File: src/rtl/multicycle_controller_pkg.sv
// Shared encodings for the multicycle controller: FSM states, opcodes, ALU/immediate codes
// and datapath mux selects.
package multicycle_controller_pkg;

  typedef enum logic [3:0] {
    ST_FETCH,
    ST_DECODE,
    ST_MEMADR,
    ST_MEMREAD,
    ST_MEMWB,
    ST_MEMWRITE,
    ST_EXECR,
    ST_EXECI,
    ST_ALUWB,
    ST_BRANCH,
    ST_JAL,
    ST_JALR,
    ST_JALR2,
    ST_LUIWB,
    ST_TRAP
  } state_t;

  // Which rule set the ALU decoder applies in the current state.
  typedef enum logic [1:0] {
    CLS_ADD,
    CLS_R,
    CLS_I,
    CLS_BRANCH
  } alu_class_t;

  localparam logic [6:0] OP_LOAD   = 7'd3;
  localparam logic [6:0] OP_OPIMM  = 7'd19;
  localparam logic [6:0] OP_STORE  = 7'd35;
  localparam logic [6:0] OP_OP     = 7'd51;
  localparam logic [6:0] OP_LUI    = 7'd55;
  localparam logic [6:0] OP_BRANCH = 7'd99;
  localparam logic [6:0] OP_JALR   = 7'd103;
  localparam logic [6:0] OP_JAL    = 7'd111;

  localparam logic [2:0] ALU_ADD  = 3'b000;
  localparam logic [2:0] ALU_SUB  = 3'b001;
  localparam logic [2:0] ALU_AND  = 3'b010;
  localparam logic [2:0] ALU_OR   = 3'b011;
  localparam logic [2:0] ALU_XOR  = 3'b100;
  localparam logic [2:0] ALU_SLT  = 3'b101;
  localparam logic [2:0] ALU_SLTU = 3'b110;

  localparam logic [2:0] IMM_I = 3'b000;
  localparam logic [2:0] IMM_S = 3'b001;
  localparam logic [2:0] IMM_B = 3'b010;
  localparam logic [2:0] IMM_U = 3'b011;
  localparam logic [2:0] IMM_J = 3'b100;

  localparam logic [1:0] RES_ALUOUT    = 2'b00;
  localparam logic [1:0] RES_DATA      = 2'b01;
  localparam logic [1:0] RES_ALURESULT = 2'b10;
  localparam logic [1:0] RES_IMM       = 2'b11;

  localparam logic [1:0] SRCA_PC    = 2'b00;
  localparam logic [1:0] SRCA_OLDPC = 2'b01;
  localparam logic [1:0] SRCA_RS1   = 2'b10;

  localparam logic [1:0] SRCB_RS2  = 2'b00;
  localparam logic [1:0] SRCB_IMM  = 2'b01;
  localparam logic [1:0] SRCB_FOUR = 2'b10;

  localparam logic [2:0] F3_BEQ = 3'b000;
  localparam logic [2:0] F3_BNE = 3'b001;
  localparam logic [2:0] F3_BLT = 3'b100;
  localparam logic [2:0] F3_BGE = 3'b101;

  // DECODE precomputes the branch/jump target, so only B and J differ from the I default.
  function automatic logic [2:0] decode_imm_src(input logic [6:0] op);
    case (op)
      OP_BRANCH: return IMM_B;
      OP_JAL:    return IMM_J;
      default:   return IMM_I;
    endcase
  endfunction

endpackage

File: src/rtl/multicycle_controller_alu_decoder.sv
// ALU operation decode from instruction class and function fields; flags encodings that
// have no defined operation so the FSM can divert to TRAP.
module alu_decoder
  import multicycle_controller_pkg::*;
(
  input  alu_class_t alu_class,
  input  logic [2:0] func3,
  input  logic [6:0] func7,
  output logic [2:0] alu_control,
  output logic       invalid
);

  always_comb begin
    alu_control = ALU_ADD;
    invalid     = 1'b0;
    case (alu_class)
      CLS_R: begin
        case ({func7, func3})
          10'd0:   alu_control = ALU_ADD;
          10'd256: alu_control = ALU_SUB;
          10'd6:   alu_control = ALU_OR;
          10'd7:   alu_control = ALU_AND;
          10'd2:   alu_control = ALU_SLT;
          10'd3:   alu_control = ALU_SLTU;
          default: invalid = 1'b1;
        endcase
      end
      CLS_I: begin
        case (func3)
          3'b000:  alu_control = ALU_ADD;
          3'b100:  alu_control = ALU_XOR;
          3'b110:  alu_control = ALU_OR;
          3'b010:  alu_control = ALU_SLT;
          3'b011:  alu_control = ALU_SLTU;
          default: invalid = 1'b1;
        endcase
      end
      CLS_BRANCH: begin
        alu_control = ALU_SUB;
        case (func3)
          F3_BEQ, F3_BNE, F3_BLT, F3_BGE: invalid = 1'b0;
          default:                        invalid = 1'b1;
        endcase
      end
      default: alu_control = ALU_ADD;
    endcase
  end

endmodule

File: src/rtl/multicycle_controller.sv
// Multicycle RV32I-subset control FSM driving datapath enables and mux selects.
// Define MC_ILLEGAL_TRAP_EN to make TRAP sticky with illegal=1; otherwise TRAP is a one-cycle pass-through.
module multicycle_controller
  import multicycle_controller_pkg::*;
(
  input  logic       clk,
  input  logic       rst,
  input  logic [6:0] opcode,
  input  logic [2:0] func3,
  input  logic [6:0] func7,
  input  logic       zero,
  input  logic       lt,
  output logic       PCWrite,
  output logic       AdrSrc,
  output logic       MemWrite,
  output logic       IRWrite,
  output logic       RegWrite,
  output logic [1:0] ResultSrc,
  output logic [1:0] ALUSrcA,
  output logic [1:0] ALUSrcB,
  output logic [2:0] ALUControl,
  output logic [2:0] ImmSrc,
  output logic       illegal
);

  state_t     state;
  state_t     state_next;
  alu_class_t alu_class;
  logic [2:0] alu_ctrl;
  logic       alu_invalid;
  logic       branch_taken;
  logic       pc_write_raw;
  logic       mem_write_raw;
  logic       ir_write_raw;
  logic       reg_write_raw;
  logic       illegal_raw;

  always_comb begin
    case (state)
      ST_EXECR:  alu_class = CLS_R;
      ST_EXECI:  alu_class = CLS_I;
      ST_BRANCH: alu_class = CLS_BRANCH;
      default:   alu_class = CLS_ADD;
    endcase
  end

  alu_decoder u_alu_decoder (
    .alu_class   (alu_class),
    .func3       (func3),
    .func7       (func7),
    .alu_control (alu_ctrl),
    .invalid     (alu_invalid)
  );

  always_comb begin
    case (func3)
      F3_BEQ:  branch_taken = zero;
      F3_BNE:  branch_taken = ~zero;
      F3_BLT:  branch_taken = lt;
      F3_BGE:  branch_taken = ~lt;
      default: branch_taken = 1'b0;
    endcase
  end

  always_comb begin
    state_next = state;
    case (state)
      ST_FETCH: state_next = ST_DECODE;
      ST_DECODE: begin
        case (opcode)
          OP_LOAD, OP_STORE: state_next = ST_MEMADR;
          OP_OP:             state_next = ST_EXECR;
          OP_OPIMM:          state_next = ST_EXECI;
          OP_BRANCH:         state_next = ST_BRANCH;
          OP_JAL:            state_next = ST_JAL;
          OP_JALR:           state_next = ST_JALR;
          OP_LUI:            state_next = ST_LUIWB;
          default:           state_next = ST_TRAP;
        endcase
      end
      ST_MEMADR:          state_next = (opcode == OP_LOAD) ? ST_MEMREAD : ST_MEMWRITE;
      ST_MEMREAD:         state_next = ST_MEMWB;
      ST_EXECR, ST_EXECI: state_next = alu_invalid ? ST_TRAP : ST_ALUWB;
      ST_BRANCH:          state_next = alu_invalid ? ST_TRAP : ST_FETCH;
      ST_JAL, ST_JALR2:   state_next = ST_ALUWB;
      ST_JALR:            state_next = ST_JALR2;
      ST_MEMWB, ST_MEMWRITE, ST_ALUWB, ST_LUIWB: state_next = ST_FETCH;
`ifdef MC_ILLEGAL_TRAP_EN
      ST_TRAP:            state_next = ST_TRAP;
`else
      ST_TRAP:            state_next = ST_FETCH;
`endif
      default:            state_next = ST_FETCH;
    endcase
  end

  always_ff @(posedge clk) begin
    if (rst) state <= ST_FETCH;
    else     state <= state_next;
  end

  always_comb begin
    pc_write_raw  = 1'b0;
    mem_write_raw = 1'b0;
    ir_write_raw  = 1'b0;
    reg_write_raw = 1'b0;
    illegal_raw   = 1'b0;
    AdrSrc        = 1'b0;
    ResultSrc     = RES_ALUOUT;
    ALUSrcA       = SRCA_PC;
    ALUSrcB       = SRCB_RS2;
    ImmSrc        = IMM_I;
    case (state)
      ST_FETCH: begin
        ir_write_raw = 1'b1;
        pc_write_raw = 1'b1;
        ALUSrcB      = SRCB_FOUR;
        ResultSrc    = RES_ALURESULT;
      end
      ST_DECODE: begin
        ALUSrcA = SRCA_OLDPC;
        ALUSrcB = SRCB_IMM;
        ImmSrc  = decode_imm_src(opcode);
      end
      ST_MEMADR: begin
        ALUSrcA = SRCA_RS1;
        ALUSrcB = SRCB_IMM;
        ImmSrc  = (opcode == OP_LOAD) ? IMM_I : IMM_S;
      end
      ST_MEMREAD: AdrSrc = 1'b1;
      ST_MEMWB: begin
        ResultSrc     = RES_DATA;
        reg_write_raw = 1'b1;
      end
      ST_MEMWRITE: begin
        AdrSrc        = 1'b1;
        mem_write_raw = 1'b1;
      end
      ST_EXECR: ALUSrcA = SRCA_RS1;
      ST_EXECI, ST_JALR: begin
        ALUSrcA = SRCA_RS1;
        ALUSrcB = SRCB_IMM;
      end
      ST_ALUWB: reg_write_raw = 1'b1;
      ST_BRANCH: begin
        ALUSrcA      = SRCA_RS1;
        pc_write_raw = branch_taken;
      end
      ST_JAL, ST_JALR2: begin
        ALUSrcA      = SRCA_OLDPC;
        ALUSrcB      = SRCB_FOUR;
        pc_write_raw = 1'b1;
      end
      ST_LUIWB: begin
        ImmSrc        = IMM_U;
        ResultSrc     = RES_IMM;
        reg_write_raw = 1'b1;
      end
`ifdef MC_ILLEGAL_TRAP_EN
      ST_TRAP: illegal_raw = 1'b1;
`endif
      default: illegal_raw = 1'b0;
    endcase
  end

  // ALU op is add outside EXECR/EXECI/BRANCH because the decoder's default class is add.
  assign ALUControl = alu_ctrl;

  // Architectural side effects are suppressed while reset is held, whatever the state.
  assign PCWrite  = pc_write_raw  & ~rst;
  assign MemWrite = mem_write_raw & ~rst;
  assign IRWrite  = ir_write_raw  & ~rst;
  assign RegWrite = reg_write_raw & ~rst;
  assign illegal  = illegal_raw   & ~rst;

endmodule
File: config.mk
export PLATFORM = sky130hd
export DESIGN_NAME = multicycle_controller
export DESIGN_NICKNAME = d
export VERILOG_FILES = /design/src/rtl/multicycle_controller_pkg.sv /design/src/rtl/multicycle_controller_alu_decoder.sv /design/src/rtl/multicycle_controller.sv
export SDC_FILE = /design/constraint.sdc
export NUM_CORES = 1
export LEC_CHECK = 0
export BUFFER_PORTS_ARGS = -buffer_cell sky130_fd_sc_hd__buf_2
export CAP_MARGIN = 30
export CORE_MARGIN = 4
export CORE_UTILIZATION = 40
export CTS_BUF_LIST = sky130_fd_sc_hd__clkbuf_8
export CTS_CLUSTER_SIZE = 20
export DETAILED_ROUTE_END_ITERATION = 8
export PLACE_DENSITY = 0.69
export SYNTH_ARGS = -nofsm -noshare
export SYNTH_HDL_FRONTEND = slang
export SYNTH_HIERARCHICAL = 1
export SYNTH_SLANG_ARGS = --single-unit
export TNS_END_PERCENT = 20
File: constraint.sdc
create_clock -name clk -period 3.3 [get_ports clk]
set_input_delay 0.495 -clock clk [delete_from_list [all_inputs] [get_ports clk]]
set_output_delay 0.495 -clock clk [all_outputs]
set_load 0.005 [all_outputs]
* Word-level counts from Yosys, hierarchy flattened
Cells that the tools add are included.
Storage, ports and cells: register bits 4, output and inout bits 18
Cells by class: reductions and logical operators 15, equality and inequality tests 35, bitwise logic cells 7, multiplexer cells 25
Operator list (count):
- $pmux W4 S8 | 1
- $pmux W4 S7 | 1
- $eq A4 B4 Y1 const B | 6
- $eq A7 B6 Y1 const B | 3
- $eq A7 B7 Y1 const B | 3
- $eq A10 B2 Y1 const B | 2
- $eq A10 B3 Y1 const B | 2
- $pmux W3 S3 | 2
- $eq A4 B3 Y1 const B | 4
- $pmux W3 S5 | 1
- $pmux W2 S3 | 2
- $pmux W3 S4 | 1
- $eq A10 B9 Y1 const B | 1
- $logic_not A10 Y1 | 1
- $reduce_or A5 Y1 | 2
- $eq A3 B3 Y1 const B | 3
- $reduce_or A3 Y1 | 3
- $eq A4 B2 Y1 const B | 2
- $mux W1 | 8
- $pmux W2 S2 | 2
- $reduce_or A2 Y1 | 4
- $reduce_or A4 Y1 | 2
- $eq A7 B2 Y1 const B | 1
- $eq A7 B5 Y1 const B | 1
- other kinds (16) | 24

* Longest topological paths before layout
Gate-level depths: netlist (run 1).
depth in word-level cells 6, gate-level depth with buffers 11

* Modules after synthesis
Netlist (run 1), hierarchy kept.
Modules (own cells, without submodules):
- multicycle_controller | times used 1, cells each 104, area each 633.1 µm²
- alu_decoder | times used 1, cells each 27, area each 173.9 µm²

* Worst setup path after synthesis (run 1)
Ideal clock, no wire load.
kind register to output, start point reg state[2], end point out ALUControl[0], arrival 1.628 ns, cell stages (with the launch flop) 7, path slack 1.177 ns, required time 2.805 ns, cell sequence dfxtp_1 > buf_2 > buf_1 > nand2_1 > o21ai_0 > nand3_1 > o31ai_2
On the way: word-level cells in the longest chain between the ends 4
Ends and longest elaborated chain:
- start, declared | line multicycle_controller.sv:26 | state_t state;
- start signal, assigned | line multicycle_controller.sv:99 | else state <= state_next;
- $eq A4 B4 Y1 / $eq A4 B3 Y1 (equally long branches) | line multicycle_controller.sv:39 | case (state)
- $pmux W2 S3 (*) | line multicycle_controller.sv:39
- via alu_class[0] | line multicycle_controller.sv:28 | alu_class_t alu_class;
- $eq A2 B2 Y1 / $eq A2 B1 Y1 (equally long branches) | line multicycle_controller_alu_decoder.sv:16 | case (alu_class)
- $pmux W3 S3 (*) | line multicycle_controller_alu_decoder.sv:16
- end, declared | line multicycle_controller.sv:21 | output logic [2:0] ALUControl,
The timed path passes the listed nets; every way through them passes the cells marked *.

* Worst setup path after layout (run 1)
start point reg state[1], end point out ALUControl[0]
Same word-level chain as after synthesis.

==> results of run 1 <==
## power breakdown
group          internal (W)  leakage [nW]  total [W]  switching, W
sequential        0.0000677        0.0329   0.000145     0.0000776
combinational      0.000180         0.384   0.000401      0.000221
clock             0.0000773        0.0216  0.0000979     0.0000206
## worst max-delay path: cells and delay by family (launching register included)
kind,cells,cell delay [ns]
AO/OA/AOI/OAI,2,0.77
buffers and inverters,1,0.15
AND/OR/NAND/NOR,3,0.71
flip-flops,1,0.65
## per-layer routing
layer | wire length (um) | vias to the layer above | global-route usage
li1 | - | 538 | -
met3 | 189 | 4 | 0.0338
met4 | 31 | 0 | 0.0255
met5 | 0 | - | 0
met2 | 1060 | 50 | 0.281
met1 | 1070 | 481 | 0.234
## cell type report
cell class	count	area (um^2)	share of cell area
clock buffers	3	41.3	0.0402
inverters	7	26.3	0.0256
multi-input cells	112	663	0.646
repair buffers	37	185	0.180
well taps	25	31.3	0.0305
flip-flops and latches	4	80.1	0.0780
## cells by family after synthesis
kind of cell,count (synthesis),share of synthesized area
AO/OA/AOI/OAI,40,0.305
XOR/XNOR,3,0.0326
flip-flops,4,0.0992
multiplexers,1,0.0124
buffers and inverters,15,0.0791
other,1,0.00465
AND/OR/NAND/NOR,67,0.467
## cells in the final DEF, fill, tap and decap left out, types with 2 or more instances in the layout
master,n
nor2_1,8
a21oi_1,15
buf_2,37
and3_1,2
nand2_1,16
inv_1,6
a31oi_1,3
o21ai_0,8
o21ai_1,3
nand3_1,5
nand2b_1,3
or3_1,3
o211ai_1,2
nor2b_1,8
xor2_1,2
dfxtp_1,4
nor3b_1,2
nor3_1,10
nand4_1,2
clkbuf_8,3
## cells in the mapped netlist, types with 2 or more instances
cell type  instances  area share
nor3_1            10       0.062
nor2b_1            8       0.062
a31oi_1            3       0.023
o21ai_0            8       0.050
xor2_1             2       0.022
inv_1              6       0.028
buf_2              3       0.019
nand3_1            5       0.031
and3_1             2       0.016
or3_1              3       0.023
o21ai_1            3       0.019
clkbuf_1           2      0.0093
a21oi_1           15       0.093
nand4_1            2       0.016
nand2b_1           3       0.023
nor2_1             8       0.037
o211ai_1           2       0.019
nor3b_1            2       0.019
nand2_1           16       0.074
buf_1              2      0.0093
dfxtp_1            4       0.099
## metrics by stage
step	hold WS [ns]	cell area [um^2]	worst slack (ns)	total power, W	std cells
after floorplan	0.639	807	1.18	0.000403	131
after global placement	0.696	986	0.783	0.000540	185
after detailed placement	0.709	986	0.564	0.000541	185
after CTS	0.662	1030	0.336	0.000645	188
after global routing	0.683	1030	0.0229	0.000702	188
final	0.668	1030	0.304	0.000644	188
## worst paths after layout
| path | slack (ns) | cells after the start | to | startpoint |
|---|---|---|---|---|
| worst min-delay path | 0.67 | 4 | state[1]$_SDFF_PP0_ | opcode[5] |
| worst max-delay path | 0.30 | 6 | ALUControl[0] | state[1]$_SDFF_PP0_ |
| worst max register to register | 0.68 | 10 | state[2]$_SDFF_PP0_ | state[1]$_SDFF_PP0_ |
| worst min register to register | 0.71 | 2 | state[3]$_SDFF_PP0_ | state[3]$_SDFF_PP0_ |
==> impl_metrics.json, run 1 <==
{
  "outcome": "complete, no violations",
  "top_register": "state",
  "synthCells": 131,
  "h-tree-depth": 1,
  "min_path_type": "input pin to flip-flop",
  "ctsHoldBuffers": 0,
  "fmax_mhz": 334,
  "drt_first_pass_iters": 4,
  "first_iter_violations": 42,
  "reg_top3": "state (4)",
  "cp_max_fo": 18,
  "die_h_um": 52.9,
  "clock-sinks": 4,
  "antenna_left": 0,
  "crit_type": "flip-flop to primary output",
  "cts_tree": "yes",
  "fin_skew_ns": 0.00339,
  "avgViaCountPerCell": 5.71,
  "end_kind": "primary output",
  "syn_to_final_growth_pct": 27.3,
  "io_pins": 39,
  "power_density_nw_per_um2": 627,
  "final.period_utilization": 0.908,
  "yosysWarnings": 6,
  "drc": 0,
  "synth_edf_count": 0,
  "ys_types": 43,
  "path_cells": "nor2b_1 > nand2_1 > o21ai_0 > nand3_1 > o31ai_2 > buf_2",
  "wl_per_cell_um": 12.5,
  "synthArstFlopShare": 0,
  "setup_tns_ns": 0,
  "arrival_ns": 2.50,
  "slew_viol_final": 0,
  "antenna_cells": 0,
  "max-cap-violations": 0,
  "setup_viol": 0,
  "die_w_um": 52.9,
  "drive_gt1_frac": 0.282,
  "cp_data_required_time_ns": 2.80,
  "globalRouteOverflowTotal": 0,
  "largest_reg_flops": 4,
  "peakVddDrop_v": 0.000256,
  "grt_pass1_wl_mm": 3.75,
  "row_count": 15,
  "nets": 186,
  "synth_seq_cells": 4,
  "worst_slew_pin_slew_ns": 0.646,
  "synth_nets": 152,
  "rsz0062_at_grt": "no",
  "dieArea_um2": 2800,
  "numPortBuffers": 37,
  "initial_core_util": 0.443,
  "cp-start-kind": "flip-flop",
  "p_leak_nw": 0.438,
  "hold_viol": 0,
  "dr_total_vias": 1073,
  "grt_pass1_vias": 890,
  "relSlewSlack": 0.569,
  "dp_hpwl_mm": 1.88,
  "clk_pin_slew_ns": 0.03,
  "grt_usage": 0.171,
  "max_stage_delay_ns": 0.65,
  "yosysSeqAreaShare": 0.0992,
  "cts_root_buf": "clkbuf_8",
  "synth_flop_cell": "dfxtp_1",
  "crit_slowest_cell": "dfxtp_1",
  "clock_latency_ns": 0.21,
  "numCtsBuffers": 3,
  "post-route-util": 0.564,
  "clockBufferDepth": 2,
  "syn_area_um2": 807,
  "antenna_found_initial": 0,
  "synth_area_per_cell_um2": 6.16,
  "fillers": 181,
  "routabilityCongestion": 0.885,
  "cts_resized": 0,
  "grt_max_degree": 21,
  "wirelength_mm": 2.36,
  "period_minus_slack_ns": 3.00,
  "core_area_um2": 1820,
  "postCtsSetupBuffers": 0
}
No activity file was read; power rests on OpenSTA's default activity.
==> run 2, diff against run 1 <==
ABC_AREA = 1   (was default)
PLACE_DENSITY = 0.68   (was 0.69)
SLEW_MARGIN = 20   (was default)
==> run 2 against run 1 <==
Net effect: sequential share of layout area down 0.50 points; non-clock buffer count did not move; clock-buffer cell count unchanged; critical path type unchanged; critical endpoint is now ALUControl[1]; highest routed layer unchanged.
==> impl_metrics.json, run 2 <==
{
  "clockBufferDepth": 2,
  "synth_seq_cells": 4,
  "clkPwrFrac": 0.199,
  "die_w_um": 54.1,
  "synth_flop_cell": "dfxtp_1",
  "fin_skew_ns": 0.00333,
  "core_area_um2": 1980,
  "h-tree-depth": 1,
  "grt_max_degree": 9,
  "grt_pass1_wl_mm": 3.94,
  "syn_area_um2": 848,
  "path_common_cell": "nor2_4",
  "postCtsSetupBuffers": 0,
  "fmax_mhz": 459,
  "syn_to_final_growth_pct": 29.4,
  "drive_gt1_frac": 0.330,
  "nets": 226,
  "end_kind": "primary output",
  "avgViaCountPerCell": 4.79,
  "max_stage_delay_ns": 0.42,
  "path_buf_inv": 3,
  "peakVddDrop_v": 0.000255,
  "min_path_type": "input pin to flip-flop",
  "dr_total_vias": 1102,
  "synth_nets": 186,
  "drt_first_pass_iters": 4,
  "synthArstFlopShare": 0,
  "ys_types": 30,
  "yosysSeqAreaShare": 0.0944,
  "cp-start-kind": "flip-flop",
  "synthCells": 165,
  "outcome": "complete, no violations",
  "dpl_cell_area_um2": 1060,
  "combinationalPowerShare": 0.630,
  "cp_max_fo": 5,
  "largest_reg_flops": 4,
  "p_sw_w": 0.000251,
  "wl_per_cell_um": 10.2,
  "crit_type": "flip-flop to primary output",
  "dieArea_um2": 2920,
  "dp_hpwl_mm": 2.00,
  "wirelength_mm": 2.34,
  "path_cells": "nand2_2 > nor2_4 > inv_2 > nand2_1 > inv_1 > nor2_4 > o21ai_0 > o21ai_2 > buf_2",
  "finalPower_w": 0.000525,
  "antenna_cells": 0,
  "io_pins": 39,
  "slew_viol_final": 0,
  "finalInstanceArea_um2": 1100,
  "arrival_ns": 1.69,
  "power_density_nw_per_um2": 479,
  "antenna_left": 0,
  "routabilityCongestion": 0.882,
  "reg_top3": "state (4)",
  "final_common_cell": "nand2_1",
  "grt_pass1_vias": 998,
  "mostFrequentLayoutCells": "46 x nand2_1, 37 x buf_2, 27 x inv_1, 27 x nor2_1",
  "reg2reg_depth": 12,
  "internal_power_w": 0.000274,
  "crit_cells": 9,
  "grt_usage": 0.177,
  "final.period_utilization": 0.661,
  "cts_resized": 0,
  "clk_pin_slew_ns": 0.03,
  "fillers": 215,
  "power_frac_seq": 0.171,
  "ctsHoldBuffers": 0,
  "max-cap-violations": 0,
  "holdPathStages": 2,
  "yosysWarnings": 6,
  "numCtsBuffers": 3,
  "synth_edf_count": 0,
  "rsz0062_at_grt": "no",
  "switching_share": 0.479,
  "top_register": "state",
  "initial_core_util": 0.428,
  "fin_hold_ws_ns": 0.560,
  "netlist_top_cells_count": "46 x nand2_1, 27 x inv_1, 27 x nor2_1, 7 x inv_2, 7 x nand3_1",
  "clock-sinks": 4,
  "yosysMostFrequentCell": "nand2_1",
  "synth_area_per_cell_um2": 5.14,
  "setup_tns_ns": 0,
  "cts_tree": "yes",
  "antenna_found_initial": 0,
  "synth_top_area_cell": "nand2_1",
  "drc": 0,
  "multiInputGateArea_um2": 629,
  "area.sequential_um2": 80.1,
  "cts_root_buf": "clkbuf_8",
  "p_leak_nw": 0.661,
  "r2r-end": "state[2]$_SDFF_PP0_",
  "die_h_um": 54.1,
  "worstHoldEndpoint": "state[0]$_SDFF_PP0_",
  "numPortBuffers": 37,
  "clock_latency_ns": 0.22,
  "regToRegSetupSlack_ns": 1.46,
  "first_iter_violations": 44,
  "globalRouteOverflowTotal": 0,
  "cp_data_required_time_ns": 2.80,
  "reg2reg_from": "state[0]$_SDFF_PP0_",
  "setup_viol": 0,
  "synthTopCellsByArea": "nand2_1 20%, inv_1 12%, nor2_1 12%, dfxtp_1 9.4%, nand3_1 4.1%",
  "path_delay_family": "simple AND/OR/NAND/NOR gates",
  "synth.top_cell.area_share": 0.204,
  "period_minus_slack_ns": 2.18,
  "min_from": "rst",
  "row_count": 16,
  "hold_viol": 0,
  "crit_slowest_cell": "dfxtp_1"
}
run 2: cell types whose count changed after synthesis, sizes merged, moves of 4 or more:
| cell | change |
|---|---|
| nand2 | +34 |
| inv | +27 |
| nor2 | +27 |
| a21oi | -11 |
| nor2b | -8 |
| nor3 | -8 |
| buf | -5 |
| nand2b | -4 |
| nand3 | +4 |
| or3 | -4 |
run 2: worst max path at each step:
stage                        startpoint             to  slack, ns
floorplan           state[3]$_SDFF_PP0_  ALUControl[1]       1.57
finish              state[0]$_SDFF_PP0_  ALUControl[1]       1.12
CTS                 state[3]$_SDFF_PP0_  ALUControl[1]       1.12
global route        state[1]$_SDFF_PP0_  ALUControl[1]       0.99
global placement    state[3]$_SDFF_PP0_  ALUControl[1]       1.41
detailed placement  state[3]$_SDFF_PP0_  ALUControl[1]       1.35
run 2: power by group through the flow:
stage / Combinational, W / Clock [W] / Sequential, W
floorplan: 0.000217 / 0 / 0.0000843
global placement: 0.000323 / 0 / 0.0000879
detailed placement: 0.000329 / 0 / 0.0000888
CTS: 0.000331 / 0.000104 / 0.0000888
global route: 0.000377 / 0.000109 / 0.0000918
finish: 0.000331 / 0.000104 / 0.0000896
run 2: cell families after synthesis:
| logic type | count (synthesis) | synth area share |
|---|---|---|
| other | 1 | 0.00442 |
| AO/OA/AOI/OAI | 21 | 0.161 |
| AND/OR/NAND/NOR | 102 | 0.566 |
| buffers and inverters | 36 | 0.164 |
| flip-flops | 4 | 0.0944 |
| XOR/XNOR | 1 | 0.0103 |
run 2: area by class of cell:
type | instances | share of cell area
Tap cell | 27 | 0.0308
Sequential cell | 4 | 0.0730
Timing Repair Buffer | 37 | 0.169
Inverter | 34 | 0.116
Clock buffer | 3 | 0.0376
Multi-Input combinational cell | 125 | 0.574
run 2: stage by stage:
| step | cells | utilization | worst slack (ns) |
|---|---|---|---|
| floorplan | 165 | - | 1.57 |
| finish | 230 | 0.554 | 1.12 |
| detailed placement | 227 | 0.533 | 1.35 |
| CTS | 230 | 0.554 | 1.12 |
| global placement | 227 | 0.533 | 1.41 |
| global route | 230 | 0.554 | 0.988 |
run 2: per-layer routing:
| layer | vias up | GRT usage | wire length [um] |
|---|---|---|---|
| met4 | 0 | 0.0373 | 8 |
| met1 | 479 | 0.215 | 1000 |
| li1 | 583 | - | - |
| met3 | 2 | 0.0194 | 146 |
| met2 | 38 | 0.329 | 1190 |
| met5 | - | 0 | 0 |
